===== src/rtl/tiny_rv_exec_ctrl_pkg.sv =====
// Shared types and constants for the tiny_rv execute-stage controller.
package tiny_rv_exec_pkg;

  localparam logic [6:0] RV_LUI  = 7'b0110111;
  localparam logic [6:0] RV_ALUI = 7'b0010011;
  localparam logic [6:0] RV_ALU  = 7'b0110011;

  localparam logic [6:0] F7_MULDIV = 7'b0000001;

  localparam logic [2:0] MD_MUL    = 3'd0;
  localparam logic [2:0] MD_MULH   = 3'd1;
  localparam logic [2:0] MD_MULHSU = 3'd2;
  localparam logic [2:0] MD_MULHU  = 3'd3;
  localparam logic [2:0] MD_DIV    = 3'd4;
  localparam logic [2:0] MD_DIVU   = 3'd5;
  localparam logic [2:0] MD_REM    = 3'd6;
  localparam logic [2:0] MD_REMU   = 3'd7;

  typedef enum logic [1:0] {IDLE, MD_RUN, RESP} exec_state_e;

  typedef struct packed {
    logic [31:0] pc;
    logic [6:0]  opcode;
    logic [2:0]  funct3;
    logic [6:0]  funct7;
    logic [31:0] rs1;
    logic [31:0] rs2;
    logic [31:0] imm;
    logic [4:0]  rd;
  } exec_req_t;

  function automatic logic is_md(input logic [6:0] op, input logic [6:0] f7);
    return (op == RV_ALU) && (f7 == F7_MULDIV);
  endfunction

endpackage


===== src/rtl/tiny_rv_exec_ctrl_if.sv =====
// Issue, ALU and writeback signals of the execute controller; slave is the controller side.
interface tiny_rv_exec_ctrl_if;
  logic        in_valid, in_ready;
  logic [31:0] in_pc, in_rs1, in_rs2, in_imm;
  logic [6:0]  in_opcode, in_funct7;
  logic [2:0]  in_funct3;
  logic [4:0]  in_rd;
  logic [31:0] alu_pc, alu_rs1, alu_rs2, alu_imm, alu_result;
  logic [6:0]  alu_opcode, alu_funct7;
  logic [2:0]  alu_funct3;
  logic        alu_active;
  logic        out_valid, out_ready, out_we, out_illegal;
  logic [31:0] out_data;
  logic [4:0]  out_rd;

  modport slave (
    input  in_valid, in_pc, in_opcode, in_funct3, in_funct7, in_rs1, in_rs2, in_imm, in_rd,
    output in_ready,
    output alu_pc, alu_rs1, alu_rs2, alu_imm, alu_opcode, alu_funct3, alu_funct7,
    input  alu_result, alu_active,
    output out_valid, out_data, out_rd, out_we, out_illegal,
    input  out_ready
  );

  modport master (
    output in_valid, in_pc, in_opcode, in_funct3, in_funct7, in_rs1, in_rs2, in_imm, in_rd,
    input  in_ready,
    input  alu_pc, alu_rs1, alu_rs2, alu_imm, alu_opcode, alu_funct3, alu_funct7,
    output alu_result, alu_active,
    input  out_valid, out_data, out_rd, out_we, out_illegal,
    output out_ready
  );
endinterface


===== src/rtl/tiny_rv_muldiv_iter.sv =====
// Iterative RV32M unit: radix-2 shift-add multiply / restoring divide on magnitudes,
// one bit per cycle, signs applied combinationally in the final (done) cycle.
module tiny_rv_muldiv_iter
  import tiny_rv_exec_pkg::*;
#(
  parameter int MD_ITERS = 32
) (
  input  logic        clk_i,
  input  logic        rst_ni,
  input  logic        start_i,
  input  logic        abort_i,
  input  logic [2:0]  op_i,
  input  logic [31:0] a_i,
  input  logic [31:0] b_i,
  output logic        done_o,
  output logic [31:0] result_o
);
  localparam int CW = $clog2(MD_ITERS + 1);

  logic          run_q, negq_q, negr_q;
  logic [CW-1:0] cnt_q;
  logic [2:0]    op_q;
  logic [31:0]   m_q;
  logic [63:0]   acc_q, acc_d, prod;
  logic          a_neg, b_neg;
  logic [31:0]   a_abs, b_abs, quo, rem;
  logic [32:0]   sum, rsh, diff;

  always_comb begin
    a_neg = a_i[31] & ((op_i == MD_MULH) | (op_i == MD_MULHSU) | (op_i == MD_DIV) | (op_i == MD_REM));
    b_neg = b_i[31] & ((op_i == MD_MULH) | (op_i == MD_DIV) | (op_i == MD_REM));
    a_abs = a_neg ? (32'd0 - a_i) : a_i;
    b_abs = b_neg ? (32'd0 - b_i) : b_i;
  end

  // Multiply: acc = {partial hi, multiplier}. Divide: acc = {remainder, dividend/quotient}.
  always_comb begin
    sum  = {1'b0, acc_q[63:32]} + (acc_q[0] ? {1'b0, m_q} : 33'd0);
    rsh  = {acc_q[63:32], acc_q[31]};
    diff = rsh - {1'b0, m_q};
    if (op_q[2]) acc_d = diff[32] ? {rsh[31:0], acc_q[30:0], 1'b0} : {diff[31:0], acc_q[30:0], 1'b1};
    else         acc_d = {sum, acc_q[31:1]};
  end

  always_comb begin
    prod = negq_q ? (64'd0 - acc_q) : acc_q;
    quo  = negq_q ? (32'd0 - acc_q[31:0]) : acc_q[31:0];
    rem  = negr_q ? (32'd0 - acc_q[63:32]) : acc_q[63:32];
    case (op_q)
      MD_MUL:                      result_o = prod[31:0];
      MD_MULH, MD_MULHSU, MD_MULHU: result_o = prod[63:32];
      MD_DIV, MD_DIVU:             result_o = quo;
      default:                     result_o = rem;
    endcase
  end

  assign done_o = run_q && (cnt_q == CW'(MD_ITERS));

  always_ff @(posedge clk_i) begin
    if (!rst_ni) begin
      run_q <= 1'b0; cnt_q <= '0; op_q <= '0; m_q <= '0; acc_q <= '0;
      negq_q <= 1'b0; negr_q <= 1'b0;
    end else if (abort_i) begin
      run_q <= 1'b0;
      cnt_q <= '0;
    end else if (start_i) begin
      run_q  <= 1'b1;
      cnt_q  <= '0;
      op_q   <= op_i;
      m_q    <= op_i[2] ? b_abs : a_abs;
      acc_q  <= {32'd0, op_i[2] ? a_abs : b_abs};
      negq_q <= a_neg ^ b_neg;
      negr_q <= a_neg;
    end else if (done_o) begin
      run_q <= 1'b0;
    end else if (run_q) begin
      acc_q <= acc_d;
      cnt_q <= cnt_q + 1'b1;
    end
  end
endmodule


===== src/rtl/tiny_rv_exec_ctrl.sv =====
// Execute-stage controller: holds operands on the ALU, sequences RV32M ops through the
// iterative unit, and returns one result per instruction to writeback.
module tiny_rv_exec_ctrl
  import tiny_rv_exec_pkg::*;
#(
  parameter int MD_ITERS = 32
) (
  input  logic                i_clk,
  input  logic                i_rst_n,
  input  logic                i_flush,
  tiny_rv_exec_ctrl_if.slave  bus,
  output logic                busy
);
  exec_state_e state_q, state_d;
  exec_req_t   hold_q, hold_d, req;
  logic [31:0] res_q, res_d, md_result;
  logic        md_q, md_d, accept, md_start, md_done, resp, illegal;

  assign req = '{pc: bus.in_pc, opcode: bus.in_opcode, funct3: bus.in_funct3, funct7: bus.in_funct7,
                 rs1: bus.in_rs1, rs2: bus.in_rs2, imm: bus.in_imm, rd: bus.in_rd};

  assign bus.in_ready = i_rst_n & ~i_flush & ((state_q == IDLE) | ((state_q == RESP) & bus.out_ready));
  assign accept       = bus.in_valid & bus.in_ready;

  always_comb begin
    state_d  = state_q;
    hold_d   = hold_q;
    res_d    = res_q;
    md_d     = md_q;
    md_start = 1'b0;
    if (i_flush) begin
      state_d = IDLE;
    end else begin
      if ((state_q == MD_RUN) && md_done) begin
        res_d   = md_result;
        state_d = RESP;
      end
      if ((state_q == RESP) && bus.out_ready) state_d = IDLE;
      if (accept) begin
        hold_d  = req;
        md_d    = is_md(req.opcode, req.funct7);
        state_d = RESP;
        if (md_d) begin
          // Divide-by-zero and signed overflow are resolved here without iterating.
          if (req.funct3[2] && (req.rs2 == '0))
            res_d = req.funct3[1] ? req.rs1 : 32'hFFFF_FFFF;
          else if (req.funct3[2] && !req.funct3[0] && (req.rs1 == 32'h8000_0000) && (req.rs2 == 32'hFFFF_FFFF))
            res_d = req.funct3[1] ? 32'd0 : 32'h8000_0000;
          else begin
            state_d  = MD_RUN;
            md_start = 1'b1;
          end
        end
      end
    end
  end

  always_ff @(posedge i_clk) begin
    if (!i_rst_n) begin
      state_q <= IDLE;
      hold_q  <= '0;
      res_q   <= '0;
      md_q    <= 1'b0;
    end else begin
      state_q <= state_d;
      hold_q  <= hold_d;
      res_q   <= res_d;
      md_q    <= md_d;
    end
  end

  tiny_rv_muldiv_iter #(.MD_ITERS(MD_ITERS)) u_md (
    .clk_i    (i_clk),
    .rst_ni   (i_rst_n),
    .start_i  (md_start),
    .abort_i  (i_flush),
    .op_i     (hold_d.funct3),
    .a_i      (hold_d.rs1),
    .b_i      (hold_d.rs2),
    .done_o   (md_done),
    .result_o (md_result)
  );

  assign resp    = (state_q == RESP);
  assign illegal = resp & ~md_q & ~bus.alu_active;
  assign busy    = (state_q != IDLE);

  assign bus.out_valid   = resp;
  assign bus.out_data    = resp ? (md_q ? res_q : bus.alu_result) : 32'd0;
  assign bus.out_rd      = resp ? hold_q.rd : 5'd0;
  assign bus.out_illegal = illegal;
  assign bus.out_we      = resp & ~illegal & (hold_q.rd != 5'd0);

  assign bus.alu_pc     = hold_q.pc;
  assign bus.alu_rs1    = hold_q.rs1;
  assign bus.alu_rs2    = hold_q.rs2;
  assign bus.alu_imm    = hold_q.imm;
  assign bus.alu_opcode = hold_q.opcode;
  assign bus.alu_funct3 = hold_q.funct3;
  assign bus.alu_funct7 = hold_q.funct7;
endmodule


===== src/flat_wrapper.sv =====
// flat-port wrapper written by rule: the top's interface ports become plain ports
module tiny_rv_exec_ctrl_flat import tiny_rv_exec_pkg::*;
#(
  parameter int MD_ITERS = 32
)
  (i_clk, i_rst_n, i_flush, busy, bus_in_valid, bus_in_pc, bus_in_opcode, bus_in_funct3, bus_in_funct7, bus_in_rs1, bus_in_rs2, bus_in_imm, bus_in_rd, bus_in_ready, bus_alu_pc, bus_alu_rs1, bus_alu_rs2, bus_alu_imm, bus_alu_opcode, bus_alu_funct3, bus_alu_funct7, bus_alu_result, bus_alu_active, bus_out_valid, bus_out_data, bus_out_rd, bus_out_we, bus_out_illegal, bus_out_ready);
  tiny_rv_exec_ctrl_if bus_i ();
  input  logic i_clk;
  input  logic i_rst_n;
  input  logic i_flush;
  output logic busy;
  input wire logic [$bits(bus_i.in_valid)-1:0] bus_in_valid;
  input wire logic [$bits(bus_i.in_pc)-1:0] bus_in_pc;
  input wire logic [$bits(bus_i.in_opcode)-1:0] bus_in_opcode;
  input wire logic [$bits(bus_i.in_funct3)-1:0] bus_in_funct3;
  input wire logic [$bits(bus_i.in_funct7)-1:0] bus_in_funct7;
  input wire logic [$bits(bus_i.in_rs1)-1:0] bus_in_rs1;
  input wire logic [$bits(bus_i.in_rs2)-1:0] bus_in_rs2;
  input wire logic [$bits(bus_i.in_imm)-1:0] bus_in_imm;
  input wire logic [$bits(bus_i.in_rd)-1:0] bus_in_rd;
  output wire logic [$bits(bus_i.in_ready)-1:0] bus_in_ready;
  output wire logic [$bits(bus_i.alu_pc)-1:0] bus_alu_pc;
  output wire logic [$bits(bus_i.alu_rs1)-1:0] bus_alu_rs1;
  output wire logic [$bits(bus_i.alu_rs2)-1:0] bus_alu_rs2;
  output wire logic [$bits(bus_i.alu_imm)-1:0] bus_alu_imm;
  output wire logic [$bits(bus_i.alu_opcode)-1:0] bus_alu_opcode;
  output wire logic [$bits(bus_i.alu_funct3)-1:0] bus_alu_funct3;
  output wire logic [$bits(bus_i.alu_funct7)-1:0] bus_alu_funct7;
  input wire logic [$bits(bus_i.alu_result)-1:0] bus_alu_result;
  input wire logic [$bits(bus_i.alu_active)-1:0] bus_alu_active;
  output wire logic [$bits(bus_i.out_valid)-1:0] bus_out_valid;
  output wire logic [$bits(bus_i.out_data)-1:0] bus_out_data;
  output wire logic [$bits(bus_i.out_rd)-1:0] bus_out_rd;
  output wire logic [$bits(bus_i.out_we)-1:0] bus_out_we;
  output wire logic [$bits(bus_i.out_illegal)-1:0] bus_out_illegal;
  input wire logic [$bits(bus_i.out_ready)-1:0] bus_out_ready;
  assign bus_i.in_valid = bus_in_valid;
  assign bus_i.in_pc = bus_in_pc;
  assign bus_i.in_opcode = bus_in_opcode;
  assign bus_i.in_funct3 = bus_in_funct3;
  assign bus_i.in_funct7 = bus_in_funct7;
  assign bus_i.in_rs1 = bus_in_rs1;
  assign bus_i.in_rs2 = bus_in_rs2;
  assign bus_i.in_imm = bus_in_imm;
  assign bus_i.in_rd = bus_in_rd;
  assign bus_in_ready = bus_i.in_ready;
  assign bus_alu_pc = bus_i.alu_pc;
  assign bus_alu_rs1 = bus_i.alu_rs1;
  assign bus_alu_rs2 = bus_i.alu_rs2;
  assign bus_alu_imm = bus_i.alu_imm;
  assign bus_alu_opcode = bus_i.alu_opcode;
  assign bus_alu_funct3 = bus_i.alu_funct3;
  assign bus_alu_funct7 = bus_i.alu_funct7;
  assign bus_i.alu_result = bus_alu_result;
  assign bus_i.alu_active = bus_alu_active;
  assign bus_out_valid = bus_i.out_valid;
  assign bus_out_data = bus_i.out_data;
  assign bus_out_rd = bus_i.out_rd;
  assign bus_out_we = bus_i.out_we;
  assign bus_out_illegal = bus_i.out_illegal;
  assign bus_i.out_ready = bus_out_ready;
  tiny_rv_exec_ctrl #(.MD_ITERS(MD_ITERS)) u_core (.i_clk(i_clk), .i_rst_n(i_rst_n), .i_flush(i_flush), .bus(bus_i), .busy(busy));
endmodule

===== config.mk =====
export PLATFORM = sky130hd
export DESIGN_NAME = tiny_rv_exec_ctrl_flat
export DESIGN_NICKNAME = d
export VERILOG_FILES = /design/src/rtl/tiny_rv_exec_ctrl_pkg.sv /design/src/rtl/tiny_rv_exec_ctrl_if.sv /design/src/rtl/tiny_rv_muldiv_iter.sv /design/src/rtl/tiny_rv_exec_ctrl.sv /design/src/flat_wrapper.sv
export SDC_FILE = /design/constraint.sdc
export NUM_CORES = 1
export LEC_CHECK = 0
export ABC_AREA = 1
export CAP_MARGIN = 25
export CORE_ASPECT_RATIO = 0.5
export CORE_MARGIN = 2
export CORE_UTILIZATION = 30
export CTS_CLUSTER_DIAMETER = 200
export DETAILED_ROUTE_END_ITERATION = 7
export GPL_TIMING_DRIVEN = 0
export PLACE_DENSITY = 0.45
export SLEW_MARGIN = 20
export SYNTH_ARGS = -nofsm -noshare
export SYNTH_HDL_FRONTEND = slang
export SYNTH_SLANG_ARGS = --single-unit

===== constraint.sdc =====
create_clock -name i_clk -period 4.8 [get_ports i_clk]
set_clock_uncertainty 0.15 [all_clocks]
set_input_delay 1.44 -clock i_clk [delete_from_list [all_inputs] [get_ports i_clk]]
set_output_delay 1.44 -clock i_clk [all_outputs]
set_load 0.01 [all_outputs]

==> flow_metrics.tcl, run 1 <==
set metrics [dict create \
    min_period_over_period_pct 97.5 \
    cp_top_family "simple AND/OR/NAND/NOR gates" \
    place_inst 5799 \
    cts_tree "done" \
    start_kind "input port" \
    root_buffer "clkbuf_16" \
    cp.depth 15 \
    avgViaCountPerCell 5.26 \
    portBuffers 372 \
    wl_per_cell_microns 25.1 \
    place.gp.congestion 1.05 \
    powerDensity_nw_per_um2 210 \
    cpMostUsedCell "nand2_1" \
    required_ns 5.21 \
    grt_pass1_vias 28300 \
    end_kind "register" \
    rsz0062_at_grt "false" \
    async_flop_share_pct 0 \
    row_count 74 \
    drive_above_1_share_pct 6.50 \
    cp_slowest_cell "clkdlybuf4s50_1" \
    critPathKind "in2reg" \
    arrival_ns 5.09 \
    hp-start "u_core.bus.alu_funct7[3]$_SDFFE_PN0P_" \
    layout_min_cycle_time_ns 4.68 \
    drc 0 \
    hold_viol 0 \
    die_x_microns 412 \
    r2r_cells 10 \
    cts.sinks 293 \
    yosysMostFrequentCell "nand2_1" \
    start_util_pct 30.4 \
    postPlaceCellArea_sq_um 30100 \
    avgSynthCellArea_sq_um 5.78 \
    worstSkewPairLatency_ns 0.66 \
    r2r_start "u_core.u_md.op_q[1]$_SDFFE_PN0P_" \
    cts_buffers 31 \
    grt.total_usage_pct 32.9 \
    first_iter_violations 3669 \
    die-area_sq_um 85700 \
    place_hpwl_microns 123000 \
    holdPathStages 2 \
    status "finished clean" \
    yosys-top-cells-count "1172 x nand2_1, 537 x inv_1, 450 x a21oi_1" \
    maxCapViolCount 0 \
    startpoint "i_rst_n" \
    ctsHoldBuffers 0 \
    synthCells 4322 \
    cp_cell_sequence "clkdlybuf4s50_1 > inv_2 > nor2_4 > nand3_4 > inv_2 > nand2_1 > nor4_1 > nand3_2 > nor2_1 > buf_2 > buf_2 > nand2_1 > o211ai_1 > nand2_1 > inv_1" \
    worstMarginPinSlew_ns 1.15 \
    max_freq_ghz 0.214 \
    synthTopCellsByArea "dfxtp_1 23%, nand2_1 18%, a21oi_1 9.0%, inv_1 8.1%, nand3_1 6.4%" \
    yosysSeqAreaShare_pct 23.5 \
    r2r_slack_ns 0.59 \
    fin_ws_ns 0.119 \
    maxSlewHeadroom_pct 23.5 \
    ant_nets 0 \
    cts.clk_slew.worst_paths_ns 0.06 \
    core_area_sq_um 82000 \
    yosysTopAreaCell "dfxtp_1" \
    leakage_uw 0.0145 \
    synth-edff-count 0 \
    antenna_found_initial 11 \
    overflow 0 \
    crit_path_max_fanout 10 \
    fin_util_pct 38.1 \
    ys_warn_count 0 \
    nNetsFinal 4993 \
    final_area_sq_um 31300 \
    area.growth.synth_to_final_pct 25.3 \
    synth_area_sq_um 25000 \
    place_ws_ns -0.783 \
    io_pins 375 \
    peakVddDrop_mv 0.302 \
    hp-class "reg2reg" \
    finalWirelength_microns 147000 \
    yosys.cell_types.count 57 \
    grt_pass1_wl_microns 205000 \
    grt_max_degree 20 \
    ys.flop_type "dfxtp_1" \
    vias 30900 \
    setup-tns-final_ns 0 \
    die_y_microns 208 \
    synth_top_area_share_pct 23.5 \
    cpPeakStageDelay_ns 0.61 \
    slew_viol_final 0 \
    firstDrtPassIters 6 \
    synth.net_count 4582 \
    critPathBufInv 6 \
    setup_viol 0 \
    ys_ff_latch 293 \
    htree_num_levels 1 \
    clock_path_buffers 3 \
    fin_cells 5867 \
]
-- layout make-up --
type                    count  area [sq um]
inverters                 552          2070
repair buffers            379          3780
flip-flops and latches    293          5870
clock inverters            11           133
diodes                      8          20.0
plain buffers             340          1920
well taps                1102          1380
fillers                  9315         50700
multi-input cells        3136         15200
clock buffers              46           962
-- placed cells by master, fill, tap and decap left out, drive strengths merged, types with 13 or more instances in the layout --
cell type      Yosys  final
nand2           1178   1178
inv              549    551
a21oi            452    452
nor2             420    420
clkdlybuf4s50      0    371
nand3            322    322
o21ai            306    306
dfxtp            293    293
buf              194    199
clkbuf           147    194
nand4            115    115
ha                70     70
xor2              54     54
nor3              33     33
o211ai            27     27
xnor2             20     20
o22ai             20     20
nand3b            19     19
nor4              19     19
or2               18     18
a31oi             14     14
o21a              13     13
-- metal layers --
layer  part of all wire [%]  track usage (%)  up-vias
met5                  0.021                0        -
met4                    1.9             6.17        6
met3                    9.5             7.49      150
met2                     43             49.6     1274
met1                     46             47.8    14700
li1                       -                -    14700
-- worst min-delay path: cells and delay by family, from the launching register on --
| kind | cells | cell delay, ns |
|---|---|---|
| flip-flops | 1 | 0.31 |
| AND/OR/NAND/NOR | 1 | 0.06 |
| AO/OA/AOI/OAI | 1 | 0.05 |
-- cell families (layout without fill, tap and decap cells) --
group / after synthesis / count (layout) / synth area share [%]
buffers and inverters: 893 / 1328 / 15.9
other: 0 / 8 / 0
adders and majority gates: 72 / 72 / 3.67
xor gates and xnor gates: 74 / 74 / 2.60
AOI/OAI and AO/OA: 858 / 858 / 18.2
DFF: 293 / 293 / 23.5
and+or+nand+nor: 2132 / 2132 / 36.1
-- metrics by stage --
step	hold slack (ns)	power, uW
after CTS	0.316	6570
after floorplan	0.274	3220
final	0.314	6570
after detailed placement	0.305	3860
after global placement	0.295	3860
after global routing	0.335	6780
-- state kept, by name, summed over array words and instances (netlist names), 2 cells and up --
signal and flops:
u_core.u_md.acc_q 64, u_core.bus.alu_imm 32, u_core.bus.alu_pc 32, u_core.bus.alu_rs1 32
u_core.bus.alu_rs2 32, u_core.res_q 32, u_core.u_md.m_q 32, u_core.bus.alu_funct7 7
u_core.bus.alu_opcode 7, u_core.u_md.cnt_q 6, u_core.hold_q 5, u_core.bus.alu_funct3 3
u_core.u_md.op_q 3, u_core.state_q 2
-- power by group --
group | switching [uW] | total [uW] | internal [uW]
logic | 811 | 1300 | 488
registers | 37.9 | 2540 | 2500
clock network | 1240 | 2730 | 1500
-- worst paths after layout --
check / to
setup / recovery: u_core.u_md.m_q[5]$_SDFFE_PN0P_
hold / removal: u_core.bus.alu_funct7[3]$_SDFFE_PN0P_
setup reg to reg: u_core.res_q[12]$_SDFFE_PN0N_
hold reg to reg: u_core.bus.alu_funct7[3]$_SDFFE_PN0P_
-- what timing repair did --
item                       in CTS  in global routing
setup endpoints to repair      20                 20
pin swaps                       1                  0
resized for setup               7                 11
buffers inserted                1                  0
(Power assumes the default switching activity.)
==> inputs of run 2 (changes only) <==
Settings changed: GPL_ROUTABILITY_DRIVEN set to 0.
==> run 2 against run 1 <==
Flip-flop and latch count unchanged. Largest power group is now sequential cells. Sequential power about the same. Sequential share of layout area grew 0.10 points. Combinational power is essentially flat. Via count down 0.24%. Utilization decreased by 0.21 points. Critical path depth increased by 1. Worst setup slack better by 0.012 ns. Register-to-register slack gained 0.06 ns.
==> flow_metrics.tcl, run 2 (synthesis gave the netlist of run 1 again) <==
set metrics [dict create \
    root_buffer "clkbuf_16" \
    layout_min_cycle_time_ns 4.67 \
    largest_reg_flops 64 \
    core_area_sq_um 82000 \
    cp_cell_sequence "clkdlybuf4s50_1 > inv_2 > nor2_4 > nand3_4 > inv_2 > nand2_1 > nand2_1 > inv_1 > nand2_1 > nand2_1 > nand2_1 > buf_2 > nor2_1 > xnor2_1 > o21ai_0 > o21ai_1" \
    place_inst 5797 \
    vias 30800 \
    die-area_sq_um 85700 \
    firstDrtPassIters 6 \
    antenna_found_initial 10 \
    cts.clk_slew.worst_paths_ns 0.07 \
    overflow 0 \
    cts_buffers 30 \
    htree_num_levels 1 \
    min_period_over_period_pct 97.3 \
    peakVddDrop_mv 0.292 \
    internal_power_uw 4380 \
    top_register "u_core.u_md.acc_q" \
    crit_path_max_fanout 10 \
    drc 0 \
    start_kind "input port" \
    row_count 74 \
    ctsHoldBuffers 0 \
    end_kind "register" \
    status "finished clean" \
    avgViaCountPerCell 5.27 \
    fin_cells 5850 \
    place_hpwl_microns 115000 \
    portBuffers 372 \
    hold_viol 0 \
    finalHoldWorstSlack_ns 0.317 \
    grt_pass1_wl_microns 196000 \
    worstMarginPinSlew_ns 1.05 \
    finalWirelength_microns 137000 \
    cpPeakStageDelay_ns 0.70 \
    seqCellArea_sq_um 5870 \
    pwr-share-comb_pct 20.0 \
    nNetsFinal 4987 \
    clockPowerShare_pct 40.0 \
    cts.sinks 293 \
    cpMostUsedCell "nand2_1" \
    maxCapViolCount 0 \
    die_x_microns 412 \
    grt_pass1_vias 28500 \
    setup-tns-final_ns 0 \
    arrival_ns 5.00 \
    ant_nets 0 \
    drive_above_1_share_pct 6.09 \
    place_ws_ns -0.717 \
    fin_ws_ns 0.131 \
    first_iter_violations 3595 \
    setup_viol 0 \
    cp_slowest_cell "xnor2_1" \
    critPathKind "in2reg" \
    layout_common_cells "1172 x nand2_1, 537 x inv_1, 450 x a21oi_1" \
    wl_per_cell_microns 23.5 \
    maxSlewHeadroom_pct 29.9 \
    power_frac_seq_pct 40.0 \
    leakage_uw 0.0144 \
    cts_tree "done" \
    slew_viol_final 0 \
    die_y_microns 208 \
    max_freq_ghz 0.214 \
    fin_util_pct 37.9 \
    start_util_pct 30.4 \
    io_pins 375 \
    n_fill_cell 9272 \
    required_ns 5.13 \
    grt_max_degree 20 \
    grt.total_usage_pct 30.9 \
    final_common_cell "nand2_1" \
    powerDensity_nw_per_um2 204 \
    multiInputGateArea_sq_um 15200 \
    switchingPower_uw 1970 \
    area.growth.synth_to_final_pct 24.6 \
    clock_path_buffers 3 \
    switching_share_pct 31.0 \
    rsz0062_at_grt "false" \
    hp-class "reg2reg" \
    worstSkewPairLatency_ns 0.66 \
]
[run 2: per-stage QoR]
stage,instance area [sq um],power [uW]
4_1_cts,31100,6360
2_1_floorplan,25000,3220
5_1_grt,31100,6600
3_3_place_gp,30100,3830
6_report,31100,6360
3_5_place_dp,30100,3830
[run 2: final timing paths]
path | startpoint | to | slack (ns) | cells past startpoint
worst min-delay path | u_core.bus.alu_pc[11]$_SDFFE_PN0P_ | u_core.bus.alu_pc[11]$_SDFFE_PN0P_ | 0.32 | 2
worst max-delay path | i_rst_n | u_core.u_md.acc_q[2]$_SDFFE_PN0P_ | 0.13 | 16
worst min register to register | u_core.bus.alu_pc[11]$_SDFFE_PN0P_ | u_core.bus.alu_pc[11]$_SDFFE_PN0P_ | 0.32 | 2
worst max register to register | u_core.u_md.acc_q[0]$_SDFFE_PN0P_ | u_core.u_md.acc_q[59]$_SDFFE_PN0P_ | 0.65 | 20
[run 2: timing repair]
action                     CTS  global route
gates resized for setup      6             5
buffers inserted             1             0
pin swaps                    1             0
cloned                       0             0
setup endpoints to repair   19            19
[run 2: power groups by stage]
| stage | Sequential, uW | Combinational [uW] | Clock, uW |
|---|---|---|---|
| 6_report | 2540 | 1270 | 2540 |
| 5_1_grt | 2550 | 1360 | 2690 |
| 4_1_cts | 2540 | 1250 | 2580 |
| 3_5_place_dp | 2590 | 1240 | 0 |
| 3_3_place_gp | 2590 | 1240 | 0 |
| 2_1_floorplan | 2580 | 639 | 0 |
[run 2: worst max-delay path, delay by kind of cell]
family	cells	cell delay, ns
AO/OA/AOI/OAI	2	0.48
XOR/XNOR	1	0.70
AND/OR/NAND/NOR	8	0.97
buffers and inverters	5	1.38
[run 2: final cells by class]
cell class	count	share of cell area, %
multi-input combinational	3136	48.7
clock buffer	40	2.60
timing repair buffer	374	12.0
inverter	552	6.66
buffer	340	6.14
clock inverter	10	0.591
tap	1102	4.43
antenna	3	0.0241
sequential	293	18.9
[run 2: metal layers]
metal	global-route usage, %	vias to the layer above	routed length [microns]
met1	42.7	14500	60700
met3	8.86	199	14600
met5	0	-	47
li1	-	14700	-
met4	7.06	8	3490
met2	47.3	1467	58400
